[config.mk]
export PLATFORM = sky130hd
export DESIGN_NAME = tl_param_buffer_flat
export DESIGN_NICKNAME = d
export VERILOG_FILES = /design/src/rtl/tl_param_buffer_if.sv /design/src/rtl/tl_param_buffer.sv /design/src/flat_wrapper.sv
export SDC_FILE = /design/constraint.sdc
export NUM_CORES = 1
export LEC_CHECK = 0
export BUFFER_PORTS_ARGS = -buffer_cell sky130_fd_sc_hd__buf_2
export CAP_MARGIN = 20
export CORE_ASPECT_RATIO = 2
export CORE_MARGIN = 1.5
export CORE_UTILIZATION = 50
export DETAILED_ROUTE_END_ITERATION = 10
export GPL_TIMING_DRIVEN = 0
export HOLD_SLACK_MARGIN = 0.02
export PLACE_DENSITY_LB_ADDON = 0.08
export SLEW_MARGIN = 20
export SYNTH_ARGS = -nofsm -noshare
export SYNTH_HDL_FRONTEND = slang
export SYNTH_SLANG_ARGS = --single-unit
[constraint.sdc]
create_clock -name clock -period 11.5 [get_ports clock]
set_clock_uncertainty 0.05 [all_clocks]
set_input_delay 1.15 -clock clock [delete_from_list [all_inputs] [get_ports clock]]
set_output_delay 1.15 -clock clock [all_outputs]
set_load 0.005 [all_outputs]
[src/rtl/tl_param_buffer_if.sv]
// TileLink-UL A/D channel bundle between one master and one slave port.
// A flows master -> slave, D flows slave -> master.
interface tl_param_buffer_if #(
  parameter int unsigned A_W = 80,
  parameter int unsigned D_W = 43
);
  logic           a_valid;
  logic           a_ready;
  logic [A_W-1:0] a_bits;
  logic           d_valid;
  logic           d_ready;
  logic [D_W-1:0] d_bits;

  modport master (
    output a_valid, a_bits, d_ready,
    input  a_ready, d_valid, d_bits
  );

  modport slave (
    input  a_valid, a_bits, d_ready,
    output a_ready, d_valid, d_bits
  );
endinterface

[src/rtl/tl_param_buffer.sv]
// Parametrised TileLink-UL A/D buffer: one independent circular queue per
// channel, with optional flow-through and pipe modes; depth 0 is a wire.
module tl_param_buffer_queue #(
  parameter int unsigned DEPTH = 2,
  parameter int unsigned W     = 8,
  parameter bit          FLOW  = 1'b0,
  parameter bit          PIPE  = 1'b0
) (
  input  logic         clock,
  input  logic         reset,
  input  logic         enq_valid,
  output logic         enq_ready,
  input  logic [W-1:0] enq_bits,
  output logic         deq_valid,
  input  logic         deq_ready,
  output logic [W-1:0] deq_bits,
  output logic [4:0]   count
);
  if (DEPTH == 0) begin : g_wire
    logic unused_clk_rst;
    assign unused_clk_rst = clock ^ reset;
    assign deq_valid = enq_valid;
    assign enq_ready = deq_ready;
    assign deq_bits  = enq_bits;
    assign count     = '0;
  end else begin : g_fifo
    localparam int unsigned PTR_W = (DEPTH > 1) ? $clog2(DEPTH) : 1;
    localparam logic [PTR_W-1:0] LAST = PTR_W'(DEPTH - 1);

    logic [W-1:0]     ram [DEPTH];
    logic [PTR_W-1:0] head_q, tail_q;
    logic [4:0]       count_q;
    logic             empty, full, enq_fire, deq_fire, bypass, do_enq, do_deq;

    always_comb begin
      empty     = (count_q == '0);
      full      = (count_q == 5'(DEPTH));
      // Handshakes are held low throughout reset so no beat is lost or invented.
      enq_ready = reset && (!full || (PIPE && full && deq_ready));
      deq_valid = reset && (!empty || (FLOW && enq_valid));
      deq_bits  = (FLOW && empty) ? enq_bits : ram[head_q];
      enq_fire  = enq_valid && enq_ready;
      deq_fire  = deq_valid && deq_ready;
      bypass    = FLOW && empty && enq_fire && deq_fire;
      do_enq    = enq_fire && !bypass;
      do_deq    = deq_fire && !bypass;
    end

    always_ff @(posedge clock) begin
      if (!reset) begin
        head_q  <= '0;
        tail_q  <= '0;
        count_q <= '0;
      end else begin
        if (do_enq) tail_q <= (tail_q == LAST) ? '0 : tail_q + 1'b1;
        if (do_deq) head_q <= (head_q == LAST) ? '0 : head_q + 1'b1;
        case ({do_enq, do_deq})
          2'b10:   count_q <= count_q + 5'd1;
          2'b01:   count_q <= count_q - 5'd1;
          default: count_q <= count_q;
        endcase
      end
    end

    always_ff @(posedge clock) begin
      if (do_enq) ram[tail_q] <= enq_bits;
    end

    assign count = count_q;
  end
endmodule

module tl_param_buffer #(
  parameter int unsigned SRC_W   = 6,
  parameter int unsigned ADDR_W  = 29,
  parameter int unsigned DATA_W  = 32,
  parameter int unsigned A_DEPTH = 2,
  parameter int unsigned D_DEPTH = 2,
  parameter bit          A_FLOW  = 1'b0,
  parameter bit          D_FLOW  = 1'b0,
  parameter bit          A_PIPE  = 1'b0,
  parameter bit          D_PIPE  = 1'b0
) (
  input  logic              clock,
  input  logic              reset,
  tl_param_buffer_if.slave  in_bus,
  tl_param_buffer_if.master out_bus,
  output logic [4:0]        a_count,
  output logic [4:0]        d_count
);
  localparam int unsigned MASK_W = DATA_W / 8;
  localparam int unsigned A_W    = 3 + 3 + 2 + SRC_W + ADDR_W + MASK_W + DATA_W + 1;
  localparam int unsigned D_W    = 3 + 2 + SRC_W + DATA_W;

  tl_param_buffer_queue #(
    .DEPTH (A_DEPTH),
    .W     (A_W),
    .FLOW  (A_FLOW),
    .PIPE  (A_PIPE)
  ) u_a_queue (
    .clock     (clock),
    .reset     (reset),
    .enq_valid (in_bus.a_valid),
    .enq_ready (in_bus.a_ready),
    .enq_bits  (in_bus.a_bits),
    .deq_valid (out_bus.a_valid),
    .deq_ready (out_bus.a_ready),
    .deq_bits  (out_bus.a_bits),
    .count     (a_count)
  );

  tl_param_buffer_queue #(
    .DEPTH (D_DEPTH),
    .W     (D_W),
    .FLOW  (D_FLOW),
    .PIPE  (D_PIPE)
  ) u_d_queue (
    .clock     (clock),
    .reset     (reset),
    .enq_valid (out_bus.d_valid),
    .enq_ready (out_bus.d_ready),
    .enq_bits  (out_bus.d_bits),
    .deq_valid (in_bus.d_valid),
    .deq_ready (in_bus.d_ready),
    .deq_bits  (in_bus.d_bits),
    .count     (d_count)
  );
endmodule

[src/flat_wrapper.sv]
// flat-port wrapper written by rule: the top's interface ports become plain ports
module tl_param_buffer_flat 
#(
  parameter int unsigned SRC_W   = 6,
  parameter int unsigned ADDR_W  = 29,
  parameter int unsigned DATA_W  = 32,
  parameter int unsigned A_DEPTH = 2,
  parameter int unsigned D_DEPTH = 2,
  parameter bit          A_FLOW  = 1'b0,
  parameter bit          D_FLOW  = 1'b0,
  parameter bit          A_PIPE  = 1'b0,
  parameter bit          D_PIPE  = 1'b0
)
  (clock, reset, a_count, d_count, in_bus_a_valid, in_bus_a_bits, in_bus_d_ready, in_bus_a_ready, in_bus_d_valid, in_bus_d_bits, out_bus_a_valid, out_bus_a_bits, out_bus_d_ready, out_bus_a_ready, out_bus_d_valid, out_bus_d_bits);
  tl_param_buffer_if in_bus_i ();
  tl_param_buffer_if out_bus_i ();
  input  logic clock;
  input  logic reset;
  output logic [4:0] a_count;
  output logic [4:0] d_count;
  input wire logic [$bits(in_bus_i.a_valid)-1:0] in_bus_a_valid;
  input wire logic [$bits(in_bus_i.a_bits)-1:0] in_bus_a_bits;
  input wire logic [$bits(in_bus_i.d_ready)-1:0] in_bus_d_ready;
  output wire logic [$bits(in_bus_i.a_ready)-1:0] in_bus_a_ready;
  output wire logic [$bits(in_bus_i.d_valid)-1:0] in_bus_d_valid;
  output wire logic [$bits(in_bus_i.d_bits)-1:0] in_bus_d_bits;
  output wire logic [$bits(out_bus_i.a_valid)-1:0] out_bus_a_valid;
  output wire logic [$bits(out_bus_i.a_bits)-1:0] out_bus_a_bits;
  output wire logic [$bits(out_bus_i.d_ready)-1:0] out_bus_d_ready;
  input wire logic [$bits(out_bus_i.a_ready)-1:0] out_bus_a_ready;
  input wire logic [$bits(out_bus_i.d_valid)-1:0] out_bus_d_valid;
  input wire logic [$bits(out_bus_i.d_bits)-1:0] out_bus_d_bits;
  assign in_bus_i.a_valid = in_bus_a_valid;
  assign in_bus_i.a_bits = in_bus_a_bits;
  assign in_bus_i.d_ready = in_bus_d_ready;
  assign in_bus_a_ready = in_bus_i.a_ready;
  assign in_bus_d_valid = in_bus_i.d_valid;
  assign in_bus_d_bits = in_bus_i.d_bits;
  assign out_bus_a_valid = out_bus_i.a_valid;
  assign out_bus_a_bits = out_bus_i.a_bits;
  assign out_bus_d_ready = out_bus_i.d_ready;
  assign out_bus_i.a_ready = out_bus_a_ready;
  assign out_bus_i.d_valid = out_bus_d_valid;
  assign out_bus_i.d_bits = out_bus_d_bits;
  tl_param_buffer #(.SRC_W(SRC_W), .ADDR_W(ADDR_W), .DATA_W(DATA_W), .A_DEPTH(A_DEPTH), .D_DEPTH(D_DEPTH), .A_FLOW(A_FLOW), .D_FLOW(D_FLOW), .A_PIPE(A_PIPE), .D_PIPE(D_PIPE)) u_core (.clock(clock), .reset(reset), .in_bus(in_bus_i), .out_bus(out_bus_i), .a_count(a_count), .d_count(d_count));
endmodule
Word-level counts from Yosys, hierarchy flattened
Memory sizes are Yosys's and may differ from the RTL's. A register that Yosys moved wholly into a read port is not among the register bits. Index checks and enable logic that the tools add are counted.

Add/subtract/negate cells: 8. Equal/unequal tests: 6. Muxes and demuxes: 14. Reduce and logical (&&, ||, !) cells: 16.

Operators by type and width (number): 5-bit case mux with 2 select lines (2); 1-bit two-way mux (12); 5-bit by 1-bit adder with 5-bit output (second input constant) (2); 5-bit by 2-bit equality test with 1-bit output (second input constant) (2); 5-bit zero test (2); 5-bit by 1-bit subtractor with 5-bit output (second input constant) (2); 1-bit logical AND (8); 1-bit adder (second input constant) (4); 2-bit by 1-bit equality test with 1-bit output (second input constant) (2); 2-bit equality test (second input constant) (2); 1-bit zero test (4); 2-bit nonzero test (2).

Input bits: 129. Memories: 2. RAM bits: 246. Output and inout bits: 137. Register bits after elaboration: 14. Logic and storage cells: 52.

Memory list: u_core.u_a_queue.g_fifo.ram (depth 2, width 80, read ports 1, clocked after memory_dff 1, wr ports 1, RTL line tl_param_buffer.sv:30) `logic [W-1:0] ram [DEPTH];`; u_core.u_d_queue.g_fifo.ram (depth 2, width 43, read ports 1, clocked after memory_dff 1, wr ports 1, RTL line tl_param_buffer.sv:30).

Depth between registers and ports, before layout
Gate-level depths: netlist of run 1.

Depth in word-level cells: 6. Gate-level depth with buffers: 11. Gate-level depth less buffers: 10.

Modules after synthesis
A second synthesis of run 1 with hierarchy kept.

Cells, all modules: 495. Area total of the unflattened synthesis: 9820.7 um^2.

Modules (own cells, without submodules): tl_param_buffer_queue (u_core.u_a_queue) (times used 1, area an instance 6237.2 um^2, sequential area each 4964.8 um^2, cells an instance 305); tl_param_buffer_queue (u_core.u_d_queue) (times used 1, area an instance 3583.4 um^2, sequential area each 2742.6 um^2, cells an instance 190).

Worst setup path before layout of run 1
No wires, ideal clock.

Kind: in2reg. From: input reset. To: memory u_core.u_a_queue.g_fifo.ram[0][0] in the netlist's numbering (enable). Required time: 10931 ps. Library setup time: 519 ps. Cell stages on the path: 4. Arrival time: 5064 ps. Path buffers: 1. Path slack: 5867 ps. Cells stage by stage: clkbuf_1 o21a_1 nand2_1 nor2_1.

Longest elaborated chain between the ends: 4.

RTL lines: start: declaration (RTL line flat_wrapper.sv:18) `input logic reset;`; 1-bit logical AND (RTL line tl_param_buffer.sv:39) `enq_ready = reset && (!full || (PIPE && full && deq_ready));`; net in_bus_a_ready (RTL line flat_wrapper.sv:24) `output wire logic [$bits(in_bus_i.a_ready)-1:0] in_bus_a_ready;`; 1-bit logical AND (RTL line tl_param_buffer.sv:42) `enq_fire = enq_valid && enq_ready;`; 1-bit two-way mux (RTL line tl_param_buffer.sv:66) `if (do_enq) ram[tail_q] <= enq_bits;`; 1-bit two-way mux (not written as such) (RTL line tl_param_buffer.sv:66); end: declaration (RTL line tl_param_buffer.sv:30).

The timed path passes the listed nets, and every way through them passes these cells.

==> summary.txt, run 1 <==
Place
  • Number of placed cells counting well taps: 1,025
  • Hpwl dp: 14,100 um
  • Routability cong.: 0.762
  • Port buffer count: 265

Critical path
  • Class of the most critical setup path: reg -> out
  • Startpoint of the worst register-to-register path: u_core.u_a_queue.count[0]
  • Endpoint class of the critical path: output pin
  • Required @ worst endpoint: 10,300 ps
  • Signal arrival time at the worst endpoint: 2300 ps
  • Path depth of the worst reg2reg path: 10
  • Critical-path maximum fanout: 10
  • R2r setup slk: 8530 ps
  • Worst setup SP type: register
  • Worst r2r dst: u_core.u_a_queue.count[3]

Cells and area
  • Non-filler cells in the finished layout: 1,070
  • Filler instances: 1,489
  • Share of cells above drive strength 1: 54.3%
  • Area growth syn-to-layout: 25.9%
  • Number of nets in the layout: 930

Hold path
  • Worst hold path startpoint: u_core.u_d_queue.g_fifo.head_q
  • Hold Path Class: reg -> reg
  • Number of instances on the worst hold path: 1
  • Worst min-delay path endpoint: u_core.u_d_queue.g_fifo.head_q

Clock tree
  • CTS Root Cell: sky130_fd_sc_hd__clkbuf_16
  • Gates resized, CTS repair: 0
  • Clock Tree Buf Depth: 3
  • Post-CTS Setup Repair Bufs: 0
  • Insertion delay of the later-clocked pin in the worst-skew pair: 500 ps
  • Number of buffers inserted by hold repair at cts: 0
  • TritonCTS clock tree: yes
  • Sink Count: 262
  • Cts bufs inserted: 23
  • Clock slew seen by the registers of the worst setup and hold paths: 60 ps
  • Number of H-tree levels: 1

STA
  • Final number of setup-violating endpoints: 0
  • Aggregate negative setup slack: 0 ps
  • Final Max Slew Viols: 0
  • Rel. slew slack: 53.6%
  • Setup repair after global routing missed its margin: false
  • Maximum clock frequency: 0.286 GHz
  • Final worst path period need: 3500 ps
  • Worst-margin pin slew: 694 ps
  • Number of hold-slack violations in the final timing report: 0
  • Final worst path period share: 30.4%

Power and ir drop
  • Internal power summed over all cells: 0.00170 W
  • Power density over the cells: 178 nW/um^2
  • Comb pwr share: 16.0%
  • Switching fraction of total power: 22.8%
  • Net load switching power: 0.000502 W
  • Worst voltage drop across the vdd grid: 143 uV
  • Sequential cell fraction of total power: 51.2%
  • Leak Pwr: 4.63 nW
  • Clock power share: 32.8%

Global routing
  • Initial antenna violation count: 7
  • Maximum number of pins on one net before global-route repair: 55
  • Via count of the first global-routing pass: 5,962
  • Global route total overflow: 0
  • Wire length of the first global-routing pass: 29,500 um
  • Total GRT Usage: 18.9%

Drt
  • Total number of vias: 5,426
  • Routed wire length: 19,600 um
  • Number of optimization iterations in the first detailed-route pass: 6
  • Number of nets still failing antenna checks after routing: 0
  • Via-per-instance ratio: 5.07
  • Post-route DRC violation count: 0
  • Iteration-0 DRC Markers: 153
  • Avg WL per Cell: 18.3 um

Floorplanning
  • Die outline height: 201 um
  • Die Span X: 102 um
  • Floorplan core area: 19,300 um^2
  • Area of the die: 20,500 um^2
  • Ports placed on the boundary: 266
  • Number of core rows: 72
  • Starting utilization of the core area: 50.9%

Synthesis
  • Yosys cell types: 27
  • Dominant cell type by area after synthesis: sky130_fd_sc_hd__edfxtp_1
  • Fraction of synthesized cell area taken by the top area cell type: 75.2%
  • Post-Synthesis Cells: 495
  • Synth area leaders: sky130_fd_sc_hd__edfxtp_1 75%, sky130_fd_sc_hd__mux2_2 14%, sky130_fd_sc_hd__dfxtp_1 3.3%
  • Synth Net Count: 634
  • Synthesized area divided by synthesized cell count: 19.8 um^2
  • FF+latch count, synth: 262
  • Number of warnings printed during yosys synthesis: 0
  • Share of the yosys chip area belonging to registers: 78.5%
  • Area of the mapped netlist: 9820 um^2

Status
  • Result of the run: finished, final reports clean

Job
  • Number of maximum-capacitance constraint violations: 0
-- cell usage in the layout, fill, tap and decap left out, drive strengths merged, types with 6 or more instances in the layout --
| cell | instances |
|---|---|
| edfxtp | 246 |
| and2 | 8 |
| mux2 | 123 |
| nand2 | 12 |
| clkinv | 11 |
| ha | 8 |
| diode | 6 |
| mux2i | 10 |
| dfxtp | 16 |
| buf | 273 |
| clkbuf | 44 |
| nor2 | 10 |
| inv | 6 |
-- power by group through the flow --
stage / registers, W / logic, W / clock network, W
2_1_floorplan: 0.00115 / 0.000198 / 0
5_1_grt: 0.00113 / 0.000388 / 0.000775
6_report: 0.00113 / 0.000353 / 0.000723
4_1_cts: 0.00113 / 0.000362 / 0.000744
3_5_place_dp: 0.00115 / 0.000360 / 0
3_3_place_gp: 0.00115 / 0.000338 / 0
-- cell families after synthesis --
logic type	count (synthesis)	share of synthesized area, %
DFF	262	78.5
muxes	133	15.1
and+or+nand+nor	46	2.57
buffers and inverters	26	1.15
AOI/OAI and AO/OA	14	0.892
adders and majority gates	10	1.43
xor gates and xnor gates	4	0.357
-- how the worst max path moves through the flow --
stage,end,depth (start not counted),from,slack (ps)
floorplan,u_core.u_a_queue.g_fifo.ram[0][0],4,reset,5870
global placement,u_core.u_a_queue.g_fifo.ram[0][59],5,reset,3810
detailed placement,u_core.u_a_queue.count[3],10,reset,7720
CTS,out_bus_a_bits[5],4,register,7890
global route,out_bus_a_bits[4],4,register,7830
finish,out_bus_a_bits[5],4,register,8000
-- metrics by stage --
step | worst slack, ps | instance area (um^2) | hold WS (ps) | power, W | util (%)
2_1_floorplan | 5870 | 9820 | 387 | 0.00134 | -
3_3_place_gp | 3810 | 11500 | 396 | 0.00149 | 59.5
3_5_place_dp | 7720 | 11600 | 404 | 0.00151 | 60.4
4_1_cts | 7890 | 12300 | 428 | 0.00223 | 64.0
5_1_grt | 7830 | 12400 | 447 | 0.00229 | 64.1
6_report | 8000 | 12400 | 433 | 0.00220 | 64.1
-- cell type report --
| class | count | area [um^2] | share of cell area [%] |
|---|---|---|---|
| Inverter | 6 | 22.5 | 0.182 |
| Clock buffer | 26 | 587 | 4.75 |
| Sequential cell | 262 | 7710 | 62.4 |
| Timing Repair Buffer | 271 | 1480 | 12.0 |
| Clock inverter | 13 | 108 | 0.871 |
| Multi-Input combinational cell | 207 | 2020 | 16.4 |
| Antenna cell | 6 | 15.0 | 0.121 |
| Tap cell | 259 | 324 | 2.62 |
| Buffer | 20 | 90.1 | 0.729 |
-- registers in the layout, summed over array words and instances, names as in the netlist, named ones only --
signal and cells:
u_core.u_a_queue.count 5, u_core.u_a_queue.g_fifo.head_q 1, u_core.u_a_queue.g_fifo.ram 160, u_core.u_a_queue.g_fifo.tail_q 1, u_core.u_d_queue.count 5, u_core.u_d_queue.g_fifo.head_q 1
u_core.u_d_queue.g_fifo.ram 86, u_core.u_d_queue.g_fifo.tail_q 1
-- synthesized netlist by cell type (all sizes together) --
library cell  count
xnor2             2
mux2            123
o21a              4
nand4b            2
nand2            12
buf               2
fa                2
o21ai             4
edfxtp          246
or4               2
and3              2
or4b              2
dfxtp            16
clkbuf           18
and2              8
inv               6
xor2              2
nand2b            4
nand3             4
ha                8
nor2             10
a21oi             4
a21o              2
mux2i            10
-- per-layer routing --
metal | part of all wire [%] | up-vias | wire (um) | global-route usage (%)
li1 | - | 2520 | - | -
met1 | 31 | 2658 | 6140 | 17.6
met2 | 57 | 196 | 11200 | 36.8
met3 | 7.1 | 50 | 1400 | 4.38
met4 | 4.3 | 2 | 844 | 8.76
met5 | 0.051 | - | 10 | 0
-- worst max-delay path: stages, from the launching register on --
cell	delay (ps)
sky130_fd_sc_hd__dfxtp_1	300
sky130_fd_sc_hd__clkbuf_1	400
sky130_fd_sc_hd__clkbuf_1	540
sky130_fd_sc_hd__mux2_2	400
sky130_fd_sc_hd__buf_2	140
Note: power is estimated with default switching activity, not from simulation.
==> run 2: changes to the inputs <==
--- a/config.mk
+++ b/config.mk
@@ -9,7 +9,7 @@
 export CAP_MARGIN = 20
 export CORE_ASPECT_RATIO = 2
 export CORE_MARGIN = 1.5
-export CORE_UTILIZATION = 50
+export CORE_UTILIZATION = 47
 export DETAILED_ROUTE_END_ITERATION = 10
 export GPL_TIMING_DRIVEN = 0
 export HOLD_SLACK_MARGIN = 0.02
==> constraint.sdc (replaced) <==
create_clock -name clock -period 2.8 [get_ports clock]
set_clock_uncertainty 0.05 [all_clocks]
set_input_delay 0.28 -clock clock [delete_from_list [all_inputs] [get_ports clock]]
set_output_delay 0.28 -clock clock [all_outputs]
set_load 0.005 [all_outputs]
==> run 2 against run 1 <==
Critical path depth up 6. Via count up 7.9%. Final cell count up 12%. Setup slack worse by 7900 ps. Total power rose to 4.1 times the previous value. Flip-flop and latch count unchanged. Sequential power rose to 4.1 times the previous value. Critical endpoint is now u_core.u_d_queue.count[3]. Highest routed layer is now met4.
==> summary.txt, run 2 (synthesized netlist as in run 1, its figures left out) <==
Cells and area
  • Number of antenna cells inserted: 0 (-6)
  • Area growth syn-to-layout: 39.0%
  • Final standard cell utilization of the core: 66.7% (+2.6 points)
  • Most frequent cells in the layout: 265 x sky130_fd_sc_hd__buf_2, 246 x sky130_fd_sc_hd__edfxtp_1, 123 x sky130_fd_sc_hd__mux2_2, 123 x sky130_fd_sc_hd__dlygate4sd3_1, 24 x sky130_fd_sc_hd__clkbuf_1
  • Reg with most FFs: u_core.u_a_queue.g_fifo.ram
  • Final non-filler cell area: 13,700 um^2 (+10%)
  • Number of flip-flops in the largest register: 160 (unchanged)
  • Top flop regs: u_core.u_a_queue.g_fifo.ram (160), u_core.u_d_queue.g_fifo.ram (86)
  • Number of nets in the layout: 1,056 (+14%)
  • Most frequent standard cell in the layout excluding fill and tap cells: sky130_fd_sc_hd__buf_2
  • Share of cells above drive strength 1: 49.3% (-5.0 points)

Drt
  • Routed wire length: 20,800 um (+6.0%)
  • Iteration-0 DRC Markers: 209 (+37%)
  • Total number of vias: 5,857 (+7.9%)
  • Number of nets still failing antenna checks after routing: 0 (unchanged)
  • Via-per-instance ratio: 4.88 (-3.7%)
  • Number of optimization iterations in the first detailed-route pass: 4 (-2)
  • Post-route DRC violation count: 0 (unchanged)
  • Avg WL per Cell: 17.3 um (-5.4%)

Floorplanning
  • Floorplan core area: 20,500 um^2 (+6.1%)
  • Ports placed on the boundary: 266 (unchanged)
  • Number of core rows: 74 (+2.8%)
  • Starting utilization of the core area: 48.0% (-2.9 points)
  • Die outline height: 207 um (+3.1%)
  • Die Span X: 105 um (+3.1%)
  • Area of the die: 21,800 um^2 (+6.2%)

Place
  • Total placed instance area: 11,600 um^2 (-0.18%)
  • Routability cong.: 0.752 (-1.2%)
  • Port buffer count: 265 (unchanged)
  • Hpwl dp: 13,900 um (-1.2%)
  • Worst slack, placed: -170 ps (-7890 ps)

STA
  • Smallest setup slack after layout: 109 ps (-7900 ps)
  • Worst-margin pin slew: 599 ps (-94.6 ps)
  • Final Max Slew Viols: 0 (unchanged)
  • Rel. slew slack: 60.0% (+6.4 points)
  • Aggregate negative setup slack: 0 ps (unchanged)
  • Setup repair after global routing missed its margin: false
  • Final worst path period share: 96.1%
  • Maximum clock frequency: 0.372 GHz
  • Number of hold-slack violations in the final timing report: 0 (unchanged)
  • Final worst path period need: 2690 ps
  • Final number of setup-violating endpoints: 0 (unchanged)

Power and ir drop
  • Power density over the cells: 668 nW/um^2 (+270%)
  • Worst voltage drop across the vdd grid: 603 uV (+320%)
  • Overall power of the completed layout: 0.00912 W (+310%)
  • Leak Pwr: 5.17 nW (+12%)

Global routing
  • Maximum number of pins on one net before global-route repair: 44 (-20%)
  • Wire length of the first global-routing pass: 31,900 um (+8.1%)
  • Global route total overflow: 0 (unchanged)
  • Initial antenna violation count: 0 (-7)
  • Total GRT Usage: 18.7% (-0.22 points)
  • Via count of the first global-routing pass: 6,464 (+8.4%)

Critical path
  • R2r setup slk: 110 ps (-8420 ps)
  • Critical-path maximum fanout: 5 (-5)
  • CP Cell Sequence: or4_4 > o21a_1 > and2_1 > buf_6 > ha_4 > ha_1 > a21o_1 > a21oi_1 > or4b_4 > nand3_2
  • Endpoint class of the critical path: register
  • Critical path's largest stage delay: 530 ps (about the same)
  • Signal arrival time at the worst endpoint: 3090 ps (+790 ps)
  • Worst setup SP type: register
  • Class of the most critical setup path: reg -> reg
  • Master of the slowest instance on the critical path: sky130_fd_sc_hd__or4_4
  • Required @ worst endpoint: 3200 ps (-7100 ps)

Clock tree
  • Cts bufs inserted: 23 (unchanged)
  • TritonCTS clock tree: yes
  • Clock slew seen by the registers of the worst setup and hold paths: 70 ps (about the same)
  • Number of H-tree levels: 1 (unchanged)
  • Clock Tree Buf Depth: 3 (unchanged)
  • Sink Count: 262 (unchanged)
  • Insertion delay of the later-clocked pin in the worst-skew pair: 510 ps (about the same)
  • CTS Root Cell: sky130_fd_sc_hd__clkbuf_16

Hold path
  • Hold Path Class: in -> reg

Job
  • Number of maximum-capacitance constraint violations: 0 (unchanged)

Status
  • Result of the run: finished, final reports clean
[run 2: cell count changes in the layout (fill, tap and decap cells not counted), moves of 4 or more]
cell,previous run,this run
sky130_fd_sc_hd__buf_12,1,5
sky130_fd_sc_hd__buf_16,5,1
sky130_fd_sc_hd__dfxtp_1,16,12
sky130_fd_sc_hd__diode_2,6,0
sky130_fd_sc_hd__dlygate4sd3_1,0,123
[run 2: final timing paths]
kind                                                       end                           start  depth (start not counted)
worst max-delay path                 u_core.u_d_queue.count[3]       u_core.u_d_queue.count[4]                         10
worst min-delay path            u_core.u_a_queue.g_fifo.tail_q                  in_bus_a_valid                          3
worst max register to register       u_core.u_d_queue.count[3]       u_core.u_d_queue.count[4]                         10
worst min register to register  u_core.u_d_queue.g_fifo.head_q  u_core.u_d_queue.g_fifo.head_q                          1
[run 2: layout make-up]
type / count / area, um^2
Fill cell: 1474 / 6810
Timing Repair Buffer: 397 / 2710
Inverter: 6 / 22.5
Clock buffer: 30 / 612
Multi-Input combinational cell: 207 / 2110
Buffer: 20 / 90.1
Tap cell: 266 / 333
Sequential cell: 262 / 7710
Clock inverter: 11 / 60.1
[run 2: critical path, delay by kind of cell, from the launching register on]
kind | cells | cell delay, ps
buf+inv | 1 | 130
flops | 1 | 330
fa+ha+maj | 2 | 440
simple gates | 4 | 1270
compound gates | 3 | 410
[run 2: what timing repair did]
item | 4_1_cts | 5_1_grt
hold buffers | 123 | 0
endpoints found under the setup margin | 4 | 3
pin swaps | 2 | 1
endpoints found under the hold margin | 246 | 0
buffers inserted | 3 | 0
gates resized for setup | 14 | 11
[run 2: metal layers]
layer / routed length (um) / global-route usage [%] / part of all wire (%)
met5: 0 / 0 / 0
met4: 686 / 8.31 / 3.3
met3: 1110 / 3.55 / 5.4
met2: 11700 / 36.5 / 56
met1: 7330 / 18.6 / 35
[run 2: through the flow]
step                      hold slack [ps]  std cells
after detailed placement              409       1032
final                                69.8       1199
after global routing                 71.8       1199
after global placement                398       1026
after floorplan                       329        495
after CTS                            76.8       1199
[run 2: report_power, final]
| part | switching [W] | internal, W |
|---|---|---|
| Combinational | 0.000743 | 0.000878 |
| Sequential | 0.0000738 | 0.00455 |
| Clock | 0.00132 | 0.00155 |
==> run 3: changes to the inputs <==
--- a/config.mk
+++ b/config.mk
@@ -7,7 +7,6 @@
 export LEC_CHECK = 0
 export BUFFER_PORTS_ARGS = -buffer_cell sky130_fd_sc_hd__buf_2
 export CAP_MARGIN = 20
-export CORE_ASPECT_RATIO = 2
 export CORE_MARGIN = 1.5
 export CORE_UTILIZATION = 47
 export DETAILED_ROUTE_END_ITERATION = 10
==> run 3 against run 2 <==
Cell area up 1.7%. Register-to-register slack gained 20 ps. Clock-buffer cell count rose by 2. Die area is 0.24% lower. Utilization is 1.4 points higher. Clock power grew 24%.
==> summary.txt, run 3 (synthesized netlist as in run 1, its figures left out) <==
Cells and area
  • Filler instances: 1,385 (-6.0%)
  • Number of flip-flops in the largest register: 160 (unchanged)
  • Area growth syn-to-layout: 41.3%
  • Most frequent cells in the layout: 265 x sky130_fd_sc_hd__buf_2, 246 x sky130_fd_sc_hd__edfxtp_1, 123 x sky130_fd_sc_hd__mux2_2, 123 x sky130_fd_sc_hd__dlygate4sd3_1, 29 x sky130_fd_sc_hd__clkbuf_16
  • Area of the multi-input gates: 2080 um^2 (-1.5%)
  • Number of antenna cells inserted: 0 (unchanged)
  • Number of nets in the layout: 1,060 (+0.38%)
  • Reg with most FFs: u_core.u_a_queue.g_fifo.ram
  • Area occupied by registers: 7720 um^2 (about the same)
  • Final standard cell utilization of the core: 68.1% (+1.4 points)
  • Top flop regs: u_core.u_a_queue.g_fifo.ram (160), u_core.u_d_queue.g_fifo.ram (86)
  • Final non-filler cell area: 13,900 um^2 (+1.7%)
  • Most frequent standard cell in the layout excluding fill and tap cells: sky130_fd_sc_hd__buf_2
  • Share of cells above drive strength 1: 49.5% (+0.17 points)

Floorplanning
  • Starting utilization of the core area: 48.2% (+0.23 points)
  • Area of the die: 21,800 um^2 (-0.24%)
  • Floorplan core area: 20,400 um^2 (-0.48%)
  • Ports placed on the boundary: 266 (unchanged)
  • Number of core rows: 52 (-30%)
  • Die Span X: 148 um (+40%)
  • Die outline height: 148 um (-29%)

Clock tree
  • Number of H-tree levels: 1 (unchanged)
  • Cts bufs inserted: 28 (+22%)
  • Clock Tree Buf Depth: 3 (unchanged)
  • CTS Root Cell: sky130_fd_sc_hd__clkbuf_16
  • Insertion delay of the later-clocked pin in the worst-skew pair: 520 ps (about the same)
  • Clock slew seen by the registers of the worst setup and hold paths: 60 ps (about the same)
  • Sink Count: 262 (unchanged)
  • TritonCTS clock tree: yes

Power and ir drop
  • Worst voltage drop across the vdd grid: 581 uV (-3.6%)
  • Power density over the cells: 707 nW/um^2 (+5.9%)
  • Leak Pwr: 5.28 nW (+2.3%)

Hold path
  • Number of instances on the worst hold path: 3 (unchanged)
  • Hold Path Class: in -> reg

Drt
  • Number of optimization iterations in the first detailed-route pass: 4 (unchanged)
  • Number of nets still failing antenna checks after routing: 0 (unchanged)
  • Iteration-0 DRC Markers: 178 (-15%)
  • Via-per-instance ratio: 4.86 (-0.60%)
  • Routed wire length: 20,500 um (-1.5%)
  • Post-route DRC violation count: 0 (unchanged)
  • Avg WL per Cell: 16.9 um (-2.6%)
  • Total number of vias: 5,885 (+0.48%)

STA
  • Final worst path period share: 95.3% (-0.77 points)
  • Setup repair after global routing missed its margin: true
  • Smallest setup slack after layout: 131 ps (+21.6 ps)
  • Number of hold-slack violations in the final timing report: 0 (unchanged)
  • Maximum clock frequency: 0.375 GHz (+0.81%)
  • Worst-margin pin slew: 656 ps (+56.9 ps)
  • Final number of setup-violating endpoints: 0 (unchanged)
  • Rel. slew slack: 56.2% (-3.9 points)
  • Final worst path period need: 2670 ps (-21.6 ps)
  • Final Max Slew Viols: 0 (unchanged)

Place
  • Port buffer count: 265 (unchanged)
  • Total placed instance area: 11,700 um^2 (+0.24%)
  • Hpwl dp: 13,400 um (-3.9%)
  • Worst slack, placed: -132 ps (+38.1 ps)
  • Routability cong.: 0.747 (-0.72%)

Critical path
  • Critical-path maximum fanout: 5 (unchanged)
  • Endpoint class of the critical path: register
  • Signal arrival time at the worst endpoint: 3080 ps (about the same)
  • Required @ worst endpoint: 3220 ps (+20 ps)
  • Path depth of the worst reg2reg path: 10 (unchanged)
  • Class of the most critical setup path: reg -> reg
  • Worst setup SP type: register

Global routing
  • Total GRT Usage: 18.6% (-0.15 points)
  • Global route total overflow: 0 (unchanged)
  • Maximum number of pins on one net before global-route repair: 53 (+20%)
  • Via count of the first global-routing pass: 6,265 (-3.1%)
  • Wire length of the first global-routing pass: 32,000 um (+0.28%)
  • Initial antenna violation count: 0 (unchanged)

Job
  • Number of maximum-capacitance constraint violations: 0 (unchanged)

Status
  • Result of the run: finished, final reports clean
## run 3: cell count changes in the layout (fill, tap and decap cells not counted), sizes merged
cell,change
clkinv,+5
bufinv,+3
clkbuf,+2
buf,-1
## run 3: layout make-up
class | instances | share of cell area, %
Tap cell | 270 | 2.43
Inverter | 6 | 0.162
Multi-Input combinational cell | 207 | 15.0
Clock inverter | 19 | 1.21
Sequential cell | 262 | 55.6
Clock buffer | 32 | 5.31
Buffer | 20 | 0.685
Timing Repair Buffer | 396 | 19.6
## run 3: critical path, stage by stage, from the launching register on
cell and delay (ps):
sky130_fd_sc_hd__dfxtp_4 360, sky130_fd_sc_hd__or4_4 510, sky130_fd_sc_hd__o21a_1 200, sky130_fd_sc_hd__and2_1 160, sky130_fd_sc_hd__buf_6 130, sky130_fd_sc_hd__ha_4 170
sky130_fd_sc_hd__ha_1 270, sky130_fd_sc_hd__a21o_1 110, sky130_fd_sc_hd__a21oi_1 90, sky130_fd_sc_hd__or4b_4 480, sky130_fd_sc_hd__nand3_2 70
## run 3: per-layer routing
metal / part of all wire (%) / routed length [um] / track usage [%]
met5: 0 / 0 / 0
met4: 1.9 / 394 / 5.20
met1: 38 / 7720 / 21.0
met3: 9.1 / 1870 / 6.48
met2: 51 / 10500 / 33.1
## run 3: what timing repair did
action	CTS	global route
hold buffers	123	0
pin swaps	0	3
gates resized for setup	7	19
endpoints found under the setup margin	4	35
hold endpoints to repair	246	0
buffers inserted	0	2
## run 3: power by group
group / leakage [nW] / internal (W) / switching, W
Sequential: 2.39 / 0.00456 / 0.0000734
Clock: 0.443 / 0.00215 / 0.00141
Combinational: 2.45 / 0.000881 / 0.000740
## run 3: final timing paths
kind / slack, ps / from / to
setup reg to reg: 130 / u_core.u_d_queue.count[0] / u_core.u_d_queue.count[3]
hold reg to reg: 420 / u_core.u_d_queue.g_fifo.head_q / u_core.u_d_queue.g_fifo.head_q
setup / recovery: 130 / u_core.u_d_queue.count[0] / u_core.u_d_queue.count[3]
hold / removal: 80 / in_bus_a_valid / u_core.u_a_queue.g_fifo.tail_q
## run 3: per-stage QoR
stage               cells  hold WS [ps]  setup TNS, ps  power, W
finish               1212          75.3              0   0.00981
floorplan             495           329              0   0.00551
detailed placement   1036           411           -485   0.00618
CTS                  1210          39.6              0   0.00991
global route         1212          69.1          -30.1    0.0102
global placement     1030           397        -120010   0.00610
